## config.mk

```make
export PLATFORM = sky130hd
export DESIGN_NAME = rv_int_pipe
export DESIGN_NICKNAME = d
export VERILOG_FILES = /design/src/rtl/rv_pkg.sv /design/src/rtl/rv_alu.sv /design/src/rtl/rv_int_pipe.sv
export SDC_FILE = /design/constraint.sdc
export NUM_CORES = 2
export LEC_CHECK = 0
export CAP_MARGIN = 20
export CORE_ASPECT_RATIO = 1.25
export CORE_UTILIZATION = 25
export CTS_CLUSTER_SIZE = 40
export DETAILED_ROUTE_END_ITERATION = 6
export SLEW_MARGIN = 25
export SYNTH_ARGS = -nofsm -noshare
export SYNTH_HDL_FRONTEND = slang
export SYNTH_SLANG_ARGS = --single-unit
```

## constraint.sdc

```tcl
create_clock -name clk -period 9.15 [get_ports clk]
set_clock_uncertainty 0.05 [all_clocks]
set_input_delay 2.2875 -clock clk [delete_from_list [all_inputs] [get_ports clk]]
set_output_delay 2.2875 -clock clk [all_outputs]
set_load 0.05 [all_outputs]
```

## src/rtl/rv_pkg.sv

```systemverilog
// Shared encodings for the rv_int_pipe integer pipeline: opcodes, funct
// fields, ALU operation enum and the ID/EX pipeline register layout.
package rv_pkg;

   localparam logic [6:0] OP_IMM = 7'b0010011;
   localparam logic [6:0] OP     = 7'b0110011;
   localparam logic [6:0] LUI    = 7'b0110111;

   localparam logic [2:0] F3_ADD  = 3'b000;
   localparam logic [2:0] F3_SLL  = 3'b001;
   localparam logic [2:0] F3_SLT  = 3'b010;
   localparam logic [2:0] F3_SLTU = 3'b011;
   localparam logic [2:0] F3_XOR  = 3'b100;
   localparam logic [2:0] F3_SR   = 3'b101;
   localparam logic [2:0] F3_OR   = 3'b110;
   localparam logic [2:0] F3_AND  = 3'b111;

   localparam logic [6:0] F7_BASE = 7'b0000000;
   localparam logic [6:0] F7_ALT  = 7'b0100000;

   typedef enum logic [3:0] {
      ADD, SUB, SLL, SLT, SLTU, XOR, SRL, SRA, OR, AND, PASSB
   } alu_op_e;

   typedef struct packed {
      logic        valid;
      logic [31:0] pc;
      logic [4:0]  rd;
      logic [31:0] op_a;
      logic [31:0] op_b;
      alu_op_e     op;
      logic        we;
      logic        illegal;
   } id_ex_t;

   // funct3 selects the operation for OP-IMM and for OP with funct7=0;
   // the funct7=0100000 variants (sub, sra/srai) are patched by the decoder.
   function automatic alu_op_e f3_base_op(input logic [2:0] f3);
      alu_op_e op;
      case (f3)
         F3_ADD:  op = ADD;
         F3_SLL:  op = SLL;
         F3_SLT:  op = SLT;
         F3_SLTU: op = SLTU;
         F3_XOR:  op = XOR;
         F3_SR:   op = SRL;
         F3_OR:   op = OR;
         default: op = AND;
      endcase
      return op;
   endfunction

endpackage

```

## src/rtl/rv_alu.sv

```systemverilog
// Combinational integer ALU; shift amounts use b[4:0].
module rv_alu
   import rv_pkg::*;
(
   input  logic [31:0] a,
   input  logic [31:0] b,
   input  alu_op_e     op,
   output logic [31:0] result
);

   // Select the result for the requested operation.
   always_comb begin
      result = '0;
      case (op)
         ADD:     result = a + b;
         SUB:     result = a - b;
         SLL:     result = a << b[4:0];
         SLT:     result = {31'd0, $signed(a) < $signed(b)};
         SLTU:    result = {31'd0, a < b};
         XOR:     result = a ^ b;
         SRL:     result = a >> b[4:0];
         SRA:     result = $signed(a) >>> b[4:0];
         OR:      result = a | b;
         AND:     result = a & b;
         PASSB:   result = b;
         default: result = '0;
      endcase
   end

endmodule

```

## src/rtl/rv_int_pipe.sv

```systemverilog
// Three-stage (IF/ID/EX) RV32I integer pipeline for OP-IMM, OP and LUI with
// an inline register file, EX->ID bypass and a registered retire trace.
module rv_int_pipe
   import rv_pkg::*;
#(
   parameter logic [31:0] RESET_PC = 32'h0000_0000,
   parameter int          NREGS    = 32
) (
   input  logic        clk,
   input  logic        rst_n,
   output logic [31:0] imem_addr,
   input  logic [31:0] imem_insn,
   input  logic        imem_valid,
   output logic        retire_valid,
   output logic [31:0] retire_pc,
   output logic [4:0]  retire_rd,
   output logic [31:0] retire_wdata,
   output logic        retire_illegal
);

   localparam int         AW      = $clog2(NREGS);
   localparam logic [5:0] NREGS_L = 6'(NREGS);

   logic [31:0] pc_q, pc_d;
   logic        ifid_valid_q, ifid_valid_d;
   logic [31:0] ifid_pc_q, ifid_pc_d;
   logic [31:0] ifid_insn_q, ifid_insn_d;
   id_ex_t      idex_q, idex_d;
   logic        rt_valid_q, rt_valid_d;
   logic [31:0] rt_pc_q, rt_pc_d;
   logic [4:0]  rt_rd_q, rt_rd_d;
   logic [31:0] rt_wdata_q, rt_wdata_d;
   logic        rt_illegal_q, rt_illegal_d;

   logic [31:0] regs_q [NREGS];
   logic [31:0] regs_d [NREGS];

   logic [31:0] ex_result;
   logic        ex_wr;

   // ---------------- IF ----------------
   assign imem_addr = pc_q;

   // Fetch on imem_valid, otherwise hold the PC and inject a bubble.
   always_comb begin
      pc_d         = pc_q;
      ifid_valid_d = imem_valid;
      ifid_pc_d    = ifid_pc_q;
      ifid_insn_d  = ifid_insn_q;
      if (imem_valid) begin
         pc_d        = pc_q + 32'd4;
         ifid_pc_d   = pc_q;
         ifid_insn_d = imem_insn;
      end
   end

   // ---------------- ID ----------------
   logic [6:0]       id_opc;
   logic [4:0]       id_rd;
   logic [2:0]       id_f3;
   logic [6:0]       id_f7;
   logic [31:0]      imm_i, imm_u;
   logic [1:0][4:0]  rs_idx;
   logic [1:0][31:0] rs_val;

   assign id_opc = ifid_insn_q[6:0];
   assign id_rd  = ifid_insn_q[11:7];
   assign id_f3  = ifid_insn_q[14:12];
   assign id_f7  = ifid_insn_q[31:25];
   assign imm_i  = {{20{ifid_insn_q[31]}}, ifid_insn_q[31:20]};
   assign imm_u  = {ifid_insn_q[31:12], 12'd0};
   assign rs_idx = {ifid_insn_q[24:20], ifid_insn_q[19:15]};

   // Read ports: x0 is hard zero, and an EX result for the same register
   // overrides the file so a same-cycle write is never read stale.
   for (genvar gi = 0; gi < 2; gi++) begin : g_rd_port
      logic [AW-1:0] ra;
      assign ra = rs_idx[gi][AW-1:0];
      assign rs_val[gi] = (rs_idx[gi] == 5'd0)                 ? 32'd0     :
                          (ex_wr && idex_q.rd == rs_idx[gi])   ? ex_result :
                                                                 regs_q[ra];
   end

   logic        dec_ill, use_rs1, use_rs2;
   alu_op_e     dec_op;
   logic [31:0] dec_a, dec_b;

   // Decode operation, operands and legality of the instruction in ID.
   always_comb begin
      dec_op  = f3_base_op(id_f3);
      dec_ill = 1'b0;
      dec_a   = rs_val[0];
      dec_b   = rs_val[1];
      use_rs1 = 1'b0;
      use_rs2 = 1'b0;
      case (id_opc)
         OP_IMM: begin
            use_rs1 = 1'b1;
            dec_b   = imm_i;
            if (id_f3 == F3_SLL && id_f7 != F7_BASE) dec_ill = 1'b1;
            if (id_f3 == F3_SR) begin
               if (id_f7 == F7_ALT)       dec_op  = SRA;
               else if (id_f7 != F7_BASE) dec_ill = 1'b1;
            end
         end
         OP: begin
            use_rs1 = 1'b1;
            use_rs2 = 1'b1;
            if (id_f7 == F7_ALT && id_f3 == F3_ADD)     dec_op  = SUB;
            else if (id_f7 == F7_ALT && id_f3 == F3_SR) dec_op  = SRA;
            else if (id_f7 != F7_BASE)                  dec_ill = 1'b1;
         end
         LUI: begin
            dec_a  = '0;
            dec_b  = imm_u;
            dec_op = PASSB;
         end
         default: dec_ill = 1'b1;
      endcase
      if (({1'b0, id_rd} >= NREGS_L) ||
          (use_rs1 && {1'b0, rs_idx[0]} >= NREGS_L) ||
          (use_rs2 && {1'b0, rs_idx[1]} >= NREGS_L))
         dec_ill = 1'b1;
   end

   // Build the ID/EX register contents; a bubble leaves everything zero.
   always_comb begin
      idex_d = '0;
      if (ifid_valid_q) begin
         idex_d.valid   = 1'b1;
         idex_d.pc      = ifid_pc_q;
         idex_d.rd      = id_rd;
         idex_d.op_a    = dec_a;
         idex_d.op_b    = dec_b;
         idex_d.op      = dec_op;
         idex_d.illegal = dec_ill;
         idex_d.we      = !dec_ill && (id_rd != 5'd0);
      end
   end

   // ---------------- EX ----------------
   rv_alu u_alu (
      .a      (idex_q.op_a),
      .b      (idex_q.op_b),
      .op     (idex_q.op),
      .result (ex_result)
   );

   assign ex_wr = idex_q.valid && idex_q.we && (idex_q.rd != 5'd0);

   // Register file: one flop word per register, written from EX.
   for (genvar gi = 0; gi < NREGS; gi++) begin : g_reg
      assign regs_d[gi] = (ex_wr && idex_q.rd == 5'(gi)) ? ex_result : regs_q[gi];
      // Clear on reset, otherwise take the EX write for this index.
      always_ff @(posedge clk) begin
         if (!rst_n) regs_q[gi] <= '0;
         else        regs_q[gi] <= regs_d[gi];
      end
   end

   // Trace record for the instruction leaving EX; non-writers report rd/wdata 0.
   always_comb begin
      rt_valid_d   = idex_q.valid;
      rt_pc_d      = idex_q.valid ? idex_q.pc : 32'd0;
      rt_rd_d      = ex_wr ? idex_q.rd : 5'd0;
      rt_wdata_d   = ex_wr ? ex_result : 32'd0;
      rt_illegal_d = idex_q.valid && idex_q.illegal;
   end

   // Pipeline and trace registers; reset discards everything in flight.
   always_ff @(posedge clk) begin
      if (!rst_n) begin
         pc_q         <= RESET_PC;
         ifid_valid_q <= 1'b0;
         ifid_pc_q    <= '0;
         ifid_insn_q  <= '0;
         idex_q       <= '0;
         rt_valid_q   <= 1'b0;
         rt_pc_q      <= '0;
         rt_rd_q      <= '0;
         rt_wdata_q   <= '0;
         rt_illegal_q <= 1'b0;
      end else begin
         pc_q         <= pc_d;
         ifid_valid_q <= ifid_valid_d;
         ifid_pc_q    <= ifid_pc_d;
         ifid_insn_q  <= ifid_insn_d;
         idex_q       <= idex_d;
         rt_valid_q   <= rt_valid_d;
         rt_pc_q      <= rt_pc_d;
         rt_rd_q      <= rt_rd_d;
         rt_wdata_q   <= rt_wdata_d;
         rt_illegal_q <= rt_illegal_d;
      end
   end

   assign retire_valid   = rt_valid_q;
   assign retire_pc      = rt_pc_q;
   assign retire_rd      = rt_rd_q;
   assign retire_wdata   = rt_wdata_q;
   assign retire_illegal = rt_illegal_q;

endmodule

```

# Word-level counts from Yosys, hierarchy flattened
# Memory sizes are Yosys's and may differ from the RTL's. A register that Yosys moved wholly into a read port is not among the register bits.
# Index checks and enable logic that the tools add are counted.
# classes
addsub	3
n_mul	0
div_mod_pow	0
n_lt_le_gt_ge	2
n_eq_ne	85
shift	3
muxes	92
bitwise_logic	37
reduce_logical	86
# op_table
cell	count
2-to-1 mux 32 bit	69
case mux 32 bit (11 select lines)	1
2-to-1 mux 108 bit	1
equality test 5 bit (second input constant)	16
AND reduction 2 bit	35
< comparator 32 bit	2
case mux 32 bit (2 select lines)	1
logical AND 1 bit	41
equality test 5 x 4 -> 1 bit (second input constant)	8
adder 32 x 3 -> 32 bit (second input constant)	1
adder 32 bit	1
bitwise AND 32 bit	1
inequality test 1 bit (second input constant)	32
bitwise OR 1 bit	32
bitwise OR 32 bit	1
<< shifter 32 x 5 -> 32 bit	1
>> shifter 32 x 5 -> 32 bit	1
>>> shifter 32 x 5 -> 32 bit	1
subtractor 32 bit	1
bitwise XOR 32 bit	1
case mux 4 bit (7 select lines)	1
equality test 7 x 6 -> 1 bit (second input constant)	3
equality test 5 x 3 -> 1 bit (second input constant)	4
2-to-1 mux 5 bit	4
other kinds (23)	49
# word_totals
regBits	276
latch_bits	0
mem_bits_rw	1024
romBits	0
inputBits	35
out_inout_bits	103
word_cells	326
n_memories	1
# memory_table
memory	depth	word_bits	read_ports	rd_clocked_by_memory_dff	write_ports	line_no	source
regs_q	32	32	2	2	32	rv_int_pipe.sv:35	logic [31:0] regs_q [NREGS];

# Depth between registers and ports, before layout
# logic_depth
word_depth	10
depth_mapped	17
mapped_depth_nobuf	14

# Modules after synthesis
# A second synthesis with hierarchy kept.
# unflattened
hier_cells	5888
hier_area_um2	72953.7
# by_module_without_submodules
mod	n_inst	cells_each	area_per_inst_um2	seq_area_each_um2
rv_int_pipe	1	4611	64079.0	36314.8
rv_alu	1	1277	8874.8	0.0

# Least setup slack after synthesis
# No wires, ideal clock.
# synth_timing
kind	input -> register
start	input rst_n
end	memory regs_q[11][0], enable pin
setup_ps	658
arrival_ps	3979
required_ps	8442
slack_ps	4463
cell_stages	4
n_path_buf	3
path_cell_list	clkbuf_1 > clkbuf_1 > clkbuf_1 > o21ai_0
# synth_rtl
item	line_no	source
start, declared	rv_int_pipe.sv:10	input logic rst_n,
end, declared	rv_int_pipe.sv:35	

==> impl_metrics.json <==
{
  "cts_resized": 0,
  "async_flop_share_pct": 0,
  "synth_top_area_share_pct": 43.5,
  "multi_input_area_sq_um": 32500,
  "wirelength_mm": 277,
  "crit_path_max_fanout": 40,
  "status": "finished, violations left",
  "start_util_pct": 25.2,
  "seq_area_frac_synth_pct": 51.4,
  "fmaxAchievable_mhz": 173,
  "fin_util_pct": 29.1,
  "setup_tns_ps": 0,
  "ys_seq_elements": 1302,
  "slew_headroom_pct": 23.3,
  "p_leak_nw": 26.2,
  "drtIter0Drc": 7412,
  "required_ps": 9650,
  "crit_type": "flip-flop to flip-flop",
  "avgViaCountPerCell": 5.50,
  "drv_cap": 0,
  "slew_violations": 0,
  "num_vias": 51225,
  "fillCellCount": 28222,
  "cts.sinks": 1302,
  "portBuffers": 133,
  "dieWidth_um": 477,
  "cts_made_buffers": 147,
  "clk_latency_ps": 850,
  "syn_inst": 5528,
  "grt_max_degree": 99,
  "ir_worst_vdd_mv": 0.160,
  "cts_tree": "yes",
  "power_frac_clock_pct": 41.6,
  "seqCellArea_sq_um": 36400,
  "grt.overflow.total": 0,
  "slowest_delay_ps": 940,
  "report.final.hold_viol_count": 0,
  "track_usage_pct": 19.0,
  "rsz0062_at_grt": "no",
  "wl_per_cell_um": 29.8,
  "io_pins": 138,
  "cpMostUsedCell": "buf_4",
  "clk_path_buf_depth": 3,
  "die_y_um": 596,
  "synth-edff-count": 1024,
  "combPwrFrac_pct": 12.6,
  "syn_area_sq_um": 70600,
  "synth-main-ff-cell": "edfxtp_1",
  "grt_pass1_wl_mm": 388,
  "synth.area.top_cells": "edfxtp_1, mux4_2, dfxtp_1",
  "firstDrtPassIters": 7,
  "fin_crit_sh_pct": 63.2,
  "drc": 3,
  "r2r_setup_slack_ps": 3370,
  "period_minus_slack_ps": 5780,
  "antenna_found_initial": 14,
  "slowest_stage": "a2111oi_0",
  "p_sw_mw": 3.92,
  "synth_top_area_cell": "edfxtp_1",
  "place.gp.congestion": 0.947,
  "yosys_warnings": 0,
  "critical_path.top_delay_family": "compound AO/OA/AOI/OAI gates",
  "worst_slew_pin_slew_ps": 1150,
  "violations": "design-rule violations",
  "rows": 217,
  "pwr_density_cell_nw_per_um2": 180,
  "setup_viol": 0,
  "postCtsSetupBuffers": 0,
  "final_nets": 5596,
  "grt_pass1_vias": 50224,
  "holdWs_ps": 404,
  "p_seq_share_pct": 45.8,
  "synth_cell_type_count": 98,
  "crit_path_end_kind": "flip-flop",
  "p_sw_share_pct": 26.8,
  "cp-start-kind": "flip-flop",
  "core_area_sq_um": 280000,
  "worstPathArrival_ps": 6280,
  "crit_chain": "buf_4 -> clkinv_1 -> buf_4 -> ha_1 -> nor2_1 -> o21ai_1 -> a311oi_2 -> nor3_2 -> o211ai_1 -> a2111oi_0 -> or4_1 -> a21oi_1 -> nor2_4 -> buf_4 -> nor2_1",
  "clk_pin_slew_ps": 90,
  "htree_levels": 4,
  "syn2layout_area_growth_pct": 15.6,
  "drive_gt1_share_pct": 22.8,
  "clockRootBuffer": "clkbuf_16",
  "synth.avg_cell_area_sq_um": 12.8,
  "path_buf_inv": 4,
  "die_area_sq_um": 285000,
  "p_int_mw": 10.7,
  "ctsHoldBuffers": 0,
  "dp.final_hpwl_mm": 181,
  "antenna_violating_nets_post_route": 0,
  "hp-class": "flip-flop to flip-flop"
}
-- final timing paths --
check / endpoint / depth (start not counted) / from
worst min-delay path: retire_pc[2] / 1 / idex_q[77]
worst max-delay path: regs_q[1][31] / 15 / idex_q[7]
worst min register to register: retire_pc[2] / 1 / idex_q[77]
worst max register to register: regs_q[1][31] / 15 / idex_q[7]
-- sequential cells by signal, indices dropped and copies added (netlist names), named ones only --
name and count:
ifid_insn_q 32, imem_addr 30, ifid_pc_q 30, retire_pc 30, retire_wdata 32, ifid_valid_q 1
retire_illegal 1, idex_q 105, retire_valid 1, regs_q 1024, retire_rd 5, rt_valid_d 1
-- cell type report --
class	instances	area share [%]
Antenna cell	2	0.00613
Multi-Input combinational cell	3602	39.8
Timing Repair Buffer	303	3.41
Clock inverter	74	1.13
Clock buffer	198	4.93
Tap cell	3723	5.71
Inverter	105	0.489
Sequential cell	1302	44.5
-- synthesized netlist by cell type (all sizes together) (48+ instances only) --
cell,instances
mux4,686
o21ai,143
edfxtp,1024
and3,85
clkbuf,350
inv,104
nand3,48
nor2,1291
a211oi,109
nor3,55
mux2i,107
nor2b,64
dfxtp,278
buf,204
a21oi,194
nand2,196
ha,98
-- logic make-up (layout without fill, tap and decap cells) --
| family | count (synthesis) | count (layout) | share of synthesized area, % |
|---|---|---|---|
| flip-flops | 1302 | 1302 | 51.4 |
| AND/OR/NAND/NOR | 1852 | 1852 | 11.2 |
| other | 1 | 38 | 0.00531 |
| buffers and inverters | 659 | 680 | 3.84 |
| multiplexers | 826 | 826 | 23.9 |
| AO/OA/AOI/OAI | 736 | 736 | 7.18 |
| XOR/XNOR | 52 | 52 | 0.645 |
| adder cells (fa/ha/maj) | 100 | 100 | 1.79 |
-- worst reg2reg max path: stages (launching register included) --
cell       delay [ps]
dfxtp_2           310
buf_4             440
clkinv_1          180
buf_4             300
ha_1              530
nor2_1             90
o21ai_1           430
a311oi_2          290
nor3_2            520
o211ai_1          290
a2111oi_0         950
or4_1             220
a21oi_1           130
nor2_4            110
buf_4             500
nor2_1            180
-- power by group through the flow --
stage	sequential [mW]	clock [mW]	combinational (mW)
final	6.72	6.09	1.85
after global routing	6.73	6.39	1.90
after global placement	6.81	0	1.80
after detailed placement	6.84	0	1.80
after CTS	6.71	6.17	1.81
after floorplan	6.75	0	1.16
-- routing by layer --
layer | GRT usage [%] | part of all wire, % | vias to the layer above
li1 | - | - | 20823
met1 | 23.4 | 36 | 26384
met2 | 30.9 | 48 | 3357
met3 | 4.35 | 11 | 653
met4 | 9.99 | 5.9 | 8
met5 | 0 | 0.019 | -
-- through the flow --
step | total power [mW] | cells | worst slack, ps | area, sq um
finish | 14.7 | 9309 | 3370 | 81600
floorplan | 7.91 | 5563 | 4460 | 70800
CTS | 14.7 | 9304 | 3620 | 81600
detailed placement | 8.64 | 9032 | 3630 | 76600
global route | 15.0 | 9308 | 3270 | 81600
global placement | 8.61 | 9030 | 3570 | 76600
-- layout by cell type, fill, tap and decap left out, types with 36 or more instances in the layout --
cell type,synthesis,routed
a211oi_1,103,103
a21oi_1,185,179
and3_1,85,85
buf_4,13,159
clkbuf_1,350,38
clkbuf_16,0,149
clkdlybuf4s50_1,0,131
conb_1,1,36
dfxtp_1,278,263
edfxtp_1,1024,1024
ha_1,98,98
inv_1,104,102
mux2i_1,107,107
mux4_2,686,686
nand2_1,196,165
nand3_1,48,46
nor2_1,1260,1257
nor2b_1,64,64
nor3_1,53,53
o21ai_0,140,109
Note: power is estimated with default switching activity, not from simulation.
